File: src/rtl/lsu_pkg.sv
// Shared definitions for the load/store unit: opcodes, memory codes, FSM states
// and per-opcode decode helpers.
package lsu_pkg;

   localparam logic [3:0] OP_LW  = 4'd0;
   localparam logic [3:0] OP_LB  = 4'd1;
   localparam logic [3:0] OP_LBU = 4'd2;
   localparam logic [3:0] OP_LH  = 4'd3;
   localparam logic [3:0] OP_LHU = 4'd4;
   localparam logic [3:0] OP_SW  = 4'd5;
   localparam logic [3:0] OP_SB  = 4'd6;
   localparam logic [3:0] OP_SH  = 4'd7;
   localparam logic [3:0] OP_LL  = 4'd8;
   localparam logic [3:0] OP_SC  = 4'd9;

   localparam logic [2:0] WR_RD   = 3'd0;
   localparam logic [2:0] WR_WORD = 3'd1;
   localparam logic [2:0] WR_BYTE = 3'd2;
   localparam logic [2:0] WR_SC   = 3'd3;
   localparam logic [2:0] WR_HALF = 3'd4;

   localparam logic [1:0] CUT_WORD = 2'd0;
   localparam logic [1:0] CUT_BYTE = 2'd1;
   localparam logic [1:0] CUT_HALF = 2'd2;

   typedef enum logic [1:0] {
      ST_IDLE,
      ST_ACCESS,
      ST_READ,
      ST_RESP
   } lsu_state_t;

   // Access size in bytes; 0 marks an illegal opcode.
   function automatic logic [2:0] op_size(input logic [3:0] op);
      case (op)
         OP_LW, OP_SW, OP_LL, OP_SC: op_size = 3'd4;
         OP_LH, OP_LHU, OP_SH:       op_size = 3'd2;
         OP_LB, OP_LBU, OP_SB:       op_size = 3'd1;
         default:                    op_size = 3'd0;
      endcase
   endfunction

   function automatic logic op_is_load(input logic [3:0] op);
      op_is_load = (op == OP_LW) || (op == OP_LB) || (op == OP_LBU) ||
                   (op == OP_LH) || (op == OP_LHU) || (op == OP_LL);
   endfunction

   function automatic logic [1:0] op_cut(input logic [3:0] op);
      case (op)
         OP_LB, OP_LBU: op_cut = CUT_BYTE;
         OP_LH, OP_LHU: op_cut = CUT_HALF;
         default:       op_cut = CUT_WORD;
      endcase
   endfunction

endpackage

File: src/rtl/lsu_if.sv
// Execute-stage request/response handshake bundle for the load/store unit.
interface lsu_if;
   logic        req_valid;
   logic        req_ready;
   logic [3:0]  req_op;
   logic [31:0] req_addr;
   logic [31:0] req_wdata;
   logic [4:0]  req_rd;
   logic        resp_valid;
   logic        resp_ready;
   logic [31:0] resp_data;
   logic [4:0]  resp_rd;
   logic        resp_err;

   modport master (
      output req_valid, req_op, req_addr, req_wdata, req_rd, resp_ready,
      input  req_ready, resp_valid, resp_data, resp_rd, resp_err
   );

   modport slave (
      input  req_valid, req_op, req_addr, req_wdata, req_rd, resp_ready,
      output req_ready, resp_valid, resp_data, resp_rd, resp_err
   );
endinterface

File: src/rtl/lsu_load_ext.sv
// Sign/zero extension of memory read data according to the load opcode.
module lsu_load_ext
   import lsu_pkg::*;
(
   input  logic [3:0]  op,
   input  logic [31:0] rdata,
   output logic [31:0] data
);

   always_comb begin
      data = rdata;
      case (op)
         OP_LB:   data = {{24{rdata[7]}}, rdata[7:0]};
         OP_LBU:  data = {24'd0, rdata[7:0]};
         OP_LH:   data = {{16{rdata[15]}}, rdata[15:0]};
         OP_LHU:  data = {16'd0, rdata[15:0]};
         default: data = rdata;
      endcase
   end

endmodule

File: src/rtl/load_store_unit.sv
// Load/store unit: one request at a time, alignment/range checks, memory drive,
// load extension. Optional LL/SC link register enabled by LSU_LLSC_EN.
module load_store_unit
   import lsu_pkg::*;
#(
   parameter int unsigned DEPTH = 64
) (
   input  logic        clk,
   input  logic        rst_n,
   lsu_if.slave        bus,
   output logic [31:0] mem_ad,
   output logic [31:0] mem_wrdata,
   output logic [2:0]  mem_wr,
   output logic [1:0]  mem_cut,
   input  logic [31:0] mem_rdata
);

   lsu_state_t  state_reg;
   logic [3:0]  op_reg;
   logic        req_ready_reg;
   logic        resp_valid_reg;
   logic [31:0] resp_data_reg;
   logic [4:0]  resp_rd_reg;
   logic        resp_err_reg;
   logic [31:0] mem_ad_reg;
   logic [31:0] mem_wrdata_reg;
   logic [2:0]  mem_wr_reg;
   logic [1:0]  mem_cut_reg;

   logic [2:0]  req_size;
   logic [32:0] req_end;
   logic        req_misaligned;
   logic        req_bad;
   logic        req_load;
   logic        req_store;
   logic        sc_fail;
   logic [31:0] ext_data;

   function automatic logic [2:0] store_code(input logic [3:0] op);
      case (op)
         OP_SB:   store_code = WR_BYTE;
         OP_SH:   store_code = WR_HALF;
`ifdef LSU_LLSC_EN
         OP_SC:   store_code = WR_SC;
`endif
         default: store_code = WR_WORD;
      endcase
   endfunction

   assign req_size       = op_size(bus.req_op);
   // 33-bit sum so addresses near 2^32 cannot wrap back into range
   assign req_end        = {1'b0, bus.req_addr} + {30'd0, req_size};
   assign req_misaligned = ((req_size == 3'd4) && (bus.req_addr[1:0] != 2'd0)) ||
                           ((req_size == 3'd2) && bus.req_addr[0]);
   assign req_bad        = (req_size == 3'd0) || req_misaligned || (req_end > 33'(DEPTH));
   assign req_load       = op_is_load(bus.req_op);
   assign req_store      = (bus.req_op == OP_SW) || (bus.req_op == OP_SB) ||
                           (bus.req_op == OP_SH) || (bus.req_op == OP_SC);

`ifdef LSU_LLSC_EN
   logic        link_valid_reg;
   logic [29:0] link_addr_reg;
   logic        link_hit;

   assign link_hit = link_valid_reg && (link_addr_reg == bus.req_addr[31:2]);
   assign sc_fail  = (bus.req_op == OP_SC) && !link_hit;
`else
   assign sc_fail  = 1'b0;
`endif

   lsu_load_ext u_load_ext (
      .op    (op_reg),
      .rdata (mem_rdata),
      .data  (ext_data)
   );

   always_ff @(posedge clk or negedge rst_n) begin
      if (!rst_n) begin
         state_reg      <= ST_IDLE;
         op_reg         <= OP_LW;
         req_ready_reg  <= 1'b1;
         resp_valid_reg <= 1'b0;
         resp_data_reg  <= 32'd0;
         resp_rd_reg    <= 5'd0;
         resp_err_reg   <= 1'b0;
         mem_ad_reg     <= 32'd0;
         mem_wrdata_reg <= 32'd0;
         mem_wr_reg     <= WR_RD;
         mem_cut_reg    <= CUT_WORD;
`ifdef LSU_LLSC_EN
         link_valid_reg <= 1'b0;
         link_addr_reg  <= 30'd0;
`endif
      end else begin
         case (state_reg)
            ST_IDLE: begin
               if (bus.req_valid) begin
                  req_ready_reg <= 1'b0;
                  op_reg        <= bus.req_op;
                  resp_rd_reg   <= bus.req_rd;
                  if (req_bad || sc_fail) begin
                     // Rejected requests and failed SCs never touch memory
                     resp_err_reg   <= req_bad;
                     resp_data_reg  <= 32'd0;
                     resp_valid_reg <= 1'b1;
                     state_reg      <= ST_RESP;
                  end else begin
                     mem_ad_reg     <= bus.req_addr;
                     mem_wrdata_reg <= bus.req_wdata;
                     if (req_load) begin
                        mem_wr_reg  <= WR_RD;
                        mem_cut_reg <= op_cut(bus.req_op);
                     end else begin
                        mem_wr_reg  <= store_code(bus.req_op);
                     end
                     state_reg <= ST_ACCESS;
                  end
`ifdef LSU_LLSC_EN
                  if (bus.req_op == OP_SC) begin
                     link_valid_reg <= 1'b0;
                  end else if (!req_bad && (bus.req_op == OP_LL)) begin
                     link_valid_reg <= 1'b1;
                     link_addr_reg  <= bus.req_addr[31:2];
                  end else if (!req_bad && req_store && link_hit) begin
                     link_valid_reg <= 1'b0;
                  end
`endif
               end
            end
            ST_ACCESS: begin
               mem_wr_reg <= WR_RD;
               if (op_is_load(op_reg)) begin
                  state_reg <= ST_READ;
               end else begin
                  resp_data_reg  <= (op_reg == OP_SC) ? 32'd1 : 32'd0;
                  resp_err_reg   <= 1'b0;
                  resp_valid_reg <= 1'b1;
                  state_reg      <= ST_RESP;
               end
            end
            ST_READ: begin
               resp_data_reg  <= ext_data;
               resp_err_reg   <= 1'b0;
               resp_valid_reg <= 1'b1;
               state_reg      <= ST_RESP;
            end
            ST_RESP: begin
               if (bus.resp_ready) begin
                  resp_valid_reg <= 1'b0;
                  req_ready_reg  <= 1'b1;
                  state_reg      <= ST_IDLE;
               end
            end
            default: begin
               mem_wr_reg     <= WR_RD;
               resp_valid_reg <= 1'b0;
               req_ready_reg  <= 1'b1;
               state_reg      <= ST_IDLE;
            end
         endcase
      end
   end

   assign bus.req_ready  = req_ready_reg;
   assign bus.resp_valid = resp_valid_reg;
   assign bus.resp_data  = resp_data_reg;
   assign bus.resp_rd    = resp_rd_reg;
   assign bus.resp_err   = resp_err_reg;
   assign mem_ad         = mem_ad_reg;
   assign mem_wrdata     = mem_wrdata_reg;
   assign mem_wr         = mem_wr_reg;
   assign mem_cut        = mem_cut_reg;

endmodule

File: src/flat_wrapper.sv
// flat-port wrapper written by rule: the top's interface ports become plain ports
module load_store_unit_flat import lsu_pkg::*;
#(
   parameter int unsigned DEPTH = 64
)
  (clk, rst_n, mem_ad, mem_wrdata, mem_wr, mem_cut, mem_rdata, bus_req_valid, bus_req_op, bus_req_addr, bus_req_wdata, bus_req_rd, bus_resp_ready, bus_req_ready, bus_resp_valid, bus_resp_data, bus_resp_rd, bus_resp_err);
  lsu_if bus_i ();
  input  logic clk;
  input  logic rst_n;
  output logic [31:0] mem_ad;
  output logic [31:0] mem_wrdata;
  output logic [2:0] mem_wr;
  output logic [1:0] mem_cut;
  input  logic [31:0] mem_rdata;
  input wire logic [$bits(bus_i.req_valid)-1:0] bus_req_valid;
  input wire logic [$bits(bus_i.req_op)-1:0] bus_req_op;
  input wire logic [$bits(bus_i.req_addr)-1:0] bus_req_addr;
  input wire logic [$bits(bus_i.req_wdata)-1:0] bus_req_wdata;
  input wire logic [$bits(bus_i.req_rd)-1:0] bus_req_rd;
  input wire logic [$bits(bus_i.resp_ready)-1:0] bus_resp_ready;
  output wire logic [$bits(bus_i.req_ready)-1:0] bus_req_ready;
  output wire logic [$bits(bus_i.resp_valid)-1:0] bus_resp_valid;
  output wire logic [$bits(bus_i.resp_data)-1:0] bus_resp_data;
  output wire logic [$bits(bus_i.resp_rd)-1:0] bus_resp_rd;
  output wire logic [$bits(bus_i.resp_err)-1:0] bus_resp_err;
  assign bus_i.req_valid = bus_req_valid;
  assign bus_i.req_op = bus_req_op;
  assign bus_i.req_addr = bus_req_addr;
  assign bus_i.req_wdata = bus_req_wdata;
  assign bus_i.req_rd = bus_req_rd;
  assign bus_i.resp_ready = bus_resp_ready;
  assign bus_req_ready = bus_i.req_ready;
  assign bus_resp_valid = bus_i.resp_valid;
  assign bus_resp_data = bus_i.resp_data;
  assign bus_resp_rd = bus_i.resp_rd;
  assign bus_resp_err = bus_i.resp_err;
  load_store_unit #(.DEPTH(DEPTH)) u_core (.clk(clk), .rst_n(rst_n), .bus(bus_i), .mem_ad(mem_ad), .mem_wrdata(mem_wrdata), .mem_wr(mem_wr), .mem_cut(mem_cut), .mem_rdata(mem_rdata));
endmodule
File: config.mk
export PLATFORM = sky130hd
export DESIGN_NAME = load_store_unit_flat
export DESIGN_NICKNAME = d
export VERILOG_FILES = /design/src/rtl/lsu_pkg.sv /design/src/rtl/lsu_if.sv /design/src/rtl/lsu_load_ext.sv /design/src/rtl/load_store_unit.sv /design/src/flat_wrapper.sv
export SDC_FILE = /design/constraint.sdc
export NUM_CORES = 1
export LEC_CHECK = 0
export BUFFER_PORTS_ARGS = -buffer_cell sky130_fd_sc_hd__buf_2
export CORE_MARGIN = 5
export CORE_UTILIZATION = 45
export DETAILED_ROUTE_END_ITERATION = 6
export PLACE_DENSITY = 0.77
export SETUP_SLACK_MARGIN = 0.5
export SKIP_LAST_GASP = 1
export SYNTH_ARGS = -nofsm -noshare
export SYNTH_HDL_FRONTEND = slang
export SYNTH_SLANG_ARGS = --single-unit
export TNS_END_PERCENT = 30
File: constraint.sdc
create_clock -name clk -period 1.85 [get_ports clk]
set_input_delay 0.185 -clock clk [delete_from_list [all_inputs] [get_ports clk]]
set_output_delay 0.185 -clock clk [all_outputs]
set_load 0.01 [all_outputs]
* Yosys cells after proc, flatten, opt, wreduce, memory -nomap -nowiden
Memory sizes are Yosys's and may differ from the RTL's.
Cells that the tools add are included.
** Word-level totals
- Bits in registers :: 115
- ROM bits :: 48
- Bits of input ports :: 109
- Output and inout port bits :: 109
- Memories kept :: 1
** Operators by class
- $add $sub $neg :: 1
- $lt $le $gt $ge :: 1
- Eq/ne operators :: 23
- Muxes and demuxes :: 27
- Bitwise operators :: 1
- Reductions and logical operators :: 33
** Memories
- (no name shown) :: depth 16, bits a word 3, rd ports 1, clocked after memory_dff 0, write ports 0, line lsu_pkg.sv:35 : case (op)
** Operator list (number)
- $pmux 32 s4 :: 1
- $mux 32 :: 3
- $pmux 32 s3 :: 1
- $add 32x3->33 :: 1
- $gt 33x7->1 const B :: 1
- $eq 4x2->1 const B :: 4
- $eq 4x3->1 const B :: 4
- $logic_or 1x1->1 :: 13
- $eq 4x4->1 const B :: 3
- $pmux 3 s2 :: 2
- $reduce_and 4->1 :: 3
- $mux 1 :: 9
- $mux 3 :: 3
- $reduce_and 3->1 :: 3
- $eq 4x1->1 const B :: 2
- $logic_not 4->1 :: 2
- $ne 2x2->1 const B :: 4
- $pmux 2 s4 :: 1
- $mux 2 :: 3
- $reduce_bool 2->1 :: 3
- $eq 2x2->1 const B :: 2
- $pmux 1 s4 :: 1
- $pmux 2 s2 :: 1
- $reduce_and 2->1 :: 2
- 12 further kinds :: 14

* Logic depth before layout (Yosys ltp)
- Word-level depth :: 10
- Mapped depth :: 17
- Depth with buffers taken out :: 14

* By module
Synthesis repeated with hierarchy kept, for this count alone.
** Unflattened totals
- Cells, all modules :: 690
- Area total of the unflattened synthesis :: 6881.6 sq um
** By module, submodules not included
- load_store_unit :: times used 1, cells an instance 644, area an instance 6523.8 sq um, sequential area each 2879.0 sq um
- lsu_load_ext :: times used 1, cells an instance 46, area an instance 357.8 sq um, sequential area each 0.0 sq um

* Worst setup path after synthesis
OpenSTA, ideal clock, no wires.
- Kind :: input port to flip-flop
- Start point :: input bus_req_op[0]
- End point :: register u_core.resp_data_reg[12] (netlist: u_core.bus.resp_data[12])
- Setup time :: 125 ps
- Arrival :: 3567 ps
- Required time :: 1725 ps
- Path slack :: -1842 ps
- Cell stages on the path :: 17
- Path buffers :: 3
- Path through :: inv_1 -> ha_1 -> mux2i_1 -> nor2_1 -> ha_1 -> fa_1 -> a21o_1 -> nand3_1 -> clkbuf_1 -> or3_1 -> mux2i_1 -> o2111ai_1 -> nor4_1 -> or2_1 -> buf_2 -> buf_6 -> mux2_2
** On the way
- Longest elaborated chain between the ends :: 8
** Ends and longest elaborated chain
- from (decl) :: line flat_wrapper.sv:16 : input wire logic [$bits(bus_i.req_op)-1:0] bus_req_op;
- $mem_v2 16x3 *
- parallel branches: the longest is 4 deep, another holds $add 32x3->33
- $logic_or 1x1->1 * :: line load_store_unit.sv:55 : assign req_bad = (req_size == 3'd0) || req_misaligned || (req_end > 33'(DEPTH));
- $ne 2x1->1 (no source line) *
- $reduce_and 4->1 (no source line) *
- to (signal assigned) :: line load_store_unit.sv:135 : resp_data_reg <= (op_reg == OP_SC) ? 32'd1 : 32'd0;
- to (signal assigned) :: line load_store_unit.sv:142 : resp_data_reg <= ext_data;
- to (decl) :: line load_store_unit.sv:22 : logic [31:0] resp_data_reg;
Every way passes the cells marked *.
A chain may end at the register's enable or synchronous reset.

* Worst setup path in the final report
- Start point :: input bus_req_op[1]
- End point :: register u_core.state_reg[1]
** On the way
- Longest elaborated chain between the ends :: 9
** Ends and longest elaborated chain
- $mem_v2 16x3 *
- parallel branches: the longest is 4 deep, another holds $add 32x3->33
- $logic_or 1x1->1 * :: line load_store_unit.sv:55
- $mux 2 * :: line load_store_unit.sv:101 : if (req_bad || sc_fail) begin
- $mux 2 * :: line load_store_unit.sv:97 : if (bus.req_valid) begin
- $pmux 2 s4 * :: line load_store_unit.sv:95 : case (state_reg)
- to (signal assigned) :: line load_store_unit.sv:79 : state_reg <= ST_IDLE;
- to (signal assigned) :: line load_store_unit.sv:106 : state_reg <= ST_RESP;
- to (signal assigned) :: line load_store_unit.sv:116 : state_reg <= ST_ACCESS;
- to (decl) :: line load_store_unit.sv:18 : lsu_state_t state_reg;
Every way passes the cells marked *. The select of a mux whose other input is x is not followed.

==> key figures <==
Run status
  • Run status: finished, violations left
  • Violations in the final reports: negative setup slack

Logic synthesis
  • Mapped cell area: between 5000 and 6000 µm²
  • Synth Net Count: between 600 and 700
  • Seq/Total Area, Yosys: 0.4897
  • Share of the synthesized area in the top cell type: 0.4852
  • Average size of a mapped cell: ~11 µm²
  • Area contributors post-synth: dfrtp_1 49%, mux2i_1 5.6%, mux2_2 5.4%, mux2_1 5.2%, nor2b_1 2.8%
  • Number of flops mapped to enable cells by yosys: 0
  • Yosys warns: 0
  • Cell variety after synth: between 60 and 70
  • Synth Register Bits: about 120
  • Synth area leader: dfrtp_1
  • Commonest register cell after synthesis: dfrtp_1
  • Cells after synthesis: about 550
  • Asr flop ratio synth: 1.000

Clocking
  • Clock Latency Late Sink: just over 0.4 ns
  • CTS H-tree lvls: 4
  • Root buf cell: clkbuf_16
  • Reg clk slew, reported paths: around 0.060 ns
  • CTS tree: built
  • CTS sink count: between 100 and 150
  • Total CTS buffers: 17
  • Clock buffer depth: 2

Worst setup path
  • WP data required: 2.14 ns
  • Data arrival, critical path: roughly 3.6 ns
  • Path depth of the worst reg2reg path: 7
  • R2R Path End: u_core.bus.resp_data[27]
  • Crit-path max FO: 4
  • Crit start category: input port
  • R2R Path Start: u_core.op_reg[0]
  • FF-to-FF setup slack: -0.32 ns
  • Crit path kind: input port to flop
  • Element type at the critical path end: flop

GRT
  • Vias in the first global route: a little over 6000
  • Largest net degree at the start of global routing: 62
  • Global-route wire length before repair: approximately 30000 µm
  • Total global-route track usage: 0.2367
  • GR Overflow Total: 0
  • Initial antenna violation count: 0

Route
  • Vias post-DR: around 5800
  • DR vias/cell: around 5.3
  • WL/cell: ~18 µm
  • Drt pass-1 iters: 5
  • Drc violations: 0
  • Routed wire length: 19540 µm
  • Antenna-violating nets left: 0
  • 1st-iter DRT viols: approximately 310

Flow run
  • Max cap viols: 0

Timing
  • Final Cycle Share: 1.805
  • RSZ-0062 raised after global routing: true
  • Peak Freq: 299.4 MHz
  • Slew Viols, Final: 0
  • Slew @ Worst Pin: roughly 1 ns
  • Fin crit period: about 3.3 ns
  • Setup Skew: around 0.013 ns
  • Setup TNS: -144.29 ns
  • Final worst slack: -1.490 ns
  • Slew headroom: 0.3419
  • Hold Vio Cnt, Final: 0
  • Endpoints failing setup: about 100

Cells and area
  • Post-Layout Cell Count: about 1100
  • Multi-input gate area: approximately 2900 µm²
  • Register area: between 2000 and 3000 µm²
  • Post-route cell area: 9383 µm²
  • Ant. Diodes: 0
  • Commonest non-fill, non-tap cell in the layout: buf_2
  • Nets: 1041
  • Fill cells: a little under 900
  • Area growth, synth to finish: 59.59%
  • Share of layout cells above drive strength 1: 0.4839
  • Most frequent cells in the layout: 214 x buf_2, 114 x dfrtp_1, 105 x buf_4

Die
  • DIE AREA: ~15000 µm²
  • Boundary Pins: about 220
  • Die W: 124.3 µm
  • Rows: between 40 and 50
  • Initial core utilization: 0.4621
  • Core Area: between 10000 and 15000 µm²
  • DIE HEIGHT: between 100 and 150 µm

Place
  • Area of placed instances: 7870 µm²
  • IO buf count: between 200 and 250
  • Detail Placement HPWL: 12830 µm
  • Cells after DPL: between 1000 and 1500
  • Final GP Congestion: approximately 0.94
  • Pre-CTS WS: -1.973 ns

Worst hold path
  • Worst Hold Class: input port to flop
  • Hold_sp: bus_req_wdata[5]
  • Worst hold path cell count: 2
  • Hold EP: u_core.mem_wrdata[5]

Power
  • P_leak: about 0.005 µW
  • Max VDD drop: 0.7009 mV
  • Power Dens Cells: between 1000 and 1500 nW/µm²
[where the power goes]
group,internal (µW),switching [µW]
Combinational,2020,1970
Sequential,2960,299
Clock,1790,1210
Total,6780,3470
[final cells by class]
cell class	count	share of cell area
timing repair buffer	377	0.2787
tap	172	0.02294
clock inverter	13	0.01053
sequential	115	0.3068
inverter	42	0.01867
multi-input combinational	366	0.3140
clock buffer	19	0.04827
[cells by family after synthesis]
group / count (synthesis) / share of synthesized area
compound gates: 94 / 0.1047
xor+xnor: 7 / 0.01043
fa+ha+maj: 13 / 0.02894
buf+inv: 66 / 0.05256
flops: 115 / 0.4897
mux: 89 / 0.1641
simple gates: 163 / 0.1496
[timing repair]
action | CTS | global route
hold buffers | 32 | 0
cloned | 2 | 3
endpoints found under the hold margin | 64 | 0
buffers inserted | 20 | 9
pin swaps | 12 | 15
endpoints found under the setup margin | 112 | 112
resized for setup | 26 | 47
[worst max-delay path by stage]
stage,cells past startpoint,to,start
finish,23,u_core.state_reg[1],bus_req_op[1]
global route,23,u_core.state_reg[1],bus_req_op[1]
CTS,18,u_core.mem_wrdata[3],bus_req_op[0]
detailed placement,18,u_core.bus.resp_data[27],bus_req_op[0]
global placement,16,u_core.bus.resp_data[10],bus_req_op[0]
floorplan,15,u_core.mem_ad[0],bus_req_op[0]
[stage by stage]
step | util | power [µW] | hold slack [ns]
detailed placement | 0.6186 | 6757 | 0.08557
global placement | 0.6186 | 6604 | 0.08178
CTS | 0.7110 | 10200 | 0.0001288
floorplan | - | 5334 | -0.1106
finish | 0.7375 | 10250 | 0.01728
global route | 0.7375 | 10820 | 0.006353
[critical path, cell delays in order]
cell and delay, ns:
buf_8 0.09, inv_6 0.03, ha_4 0.27, mux2i_1 0.08, nor2_1 0.18, ha_2 0.23, fa_2 0.23, a21o_1 0.19
buf_6 0.13, nand2_4 0.05, or4_4 0.52, a21oi_4 0.19, buf_6 0.13, buf_6 0.09, buf_6 0.09, buf_4 0.10
buf_4 0.09, buf_4 0.09, buf_4 0.09, o21ai_1 0.06, nor2_1 0.16, nand2_1 0.09, a31o_2 0.24
[cells in the mapped netlist, drive strengths merged, types with 3 or more instances]
library cell / number
nand4: 12
and3: 4
nor2b: 26
dfrtp: 114
nand2: 41
nor4: 4
and4: 5
o22ai: 4
a21o: 4
mux2i: 33
xnor2: 3
or4: 3
nor2: 23
buf: 13
nand3: 13
mux2: 56
or2: 3
nor3: 11
nand3b: 3
o21a: 4
or3: 5
ha: 12
a21oi: 14
clkbuf: 11
a211oi: 3
inv: 42
o31a: 3
nand2b: 5
xor2: 4
o31ai: 6
o21ai: 33
[per-layer routing]
layer / up-vias / track usage / part of all wire
li1: 2675 / - / -
met1: 2807 / 0.2731 / 0.39
met2: 270 / 0.4084 / 0.51
met3: 55 / 0.07247 / 0.078
met4: 0 / 0.09736 / 0.031
met5: - / 0 / 0
No activity file was read; power rests on OpenSTA's default activity.
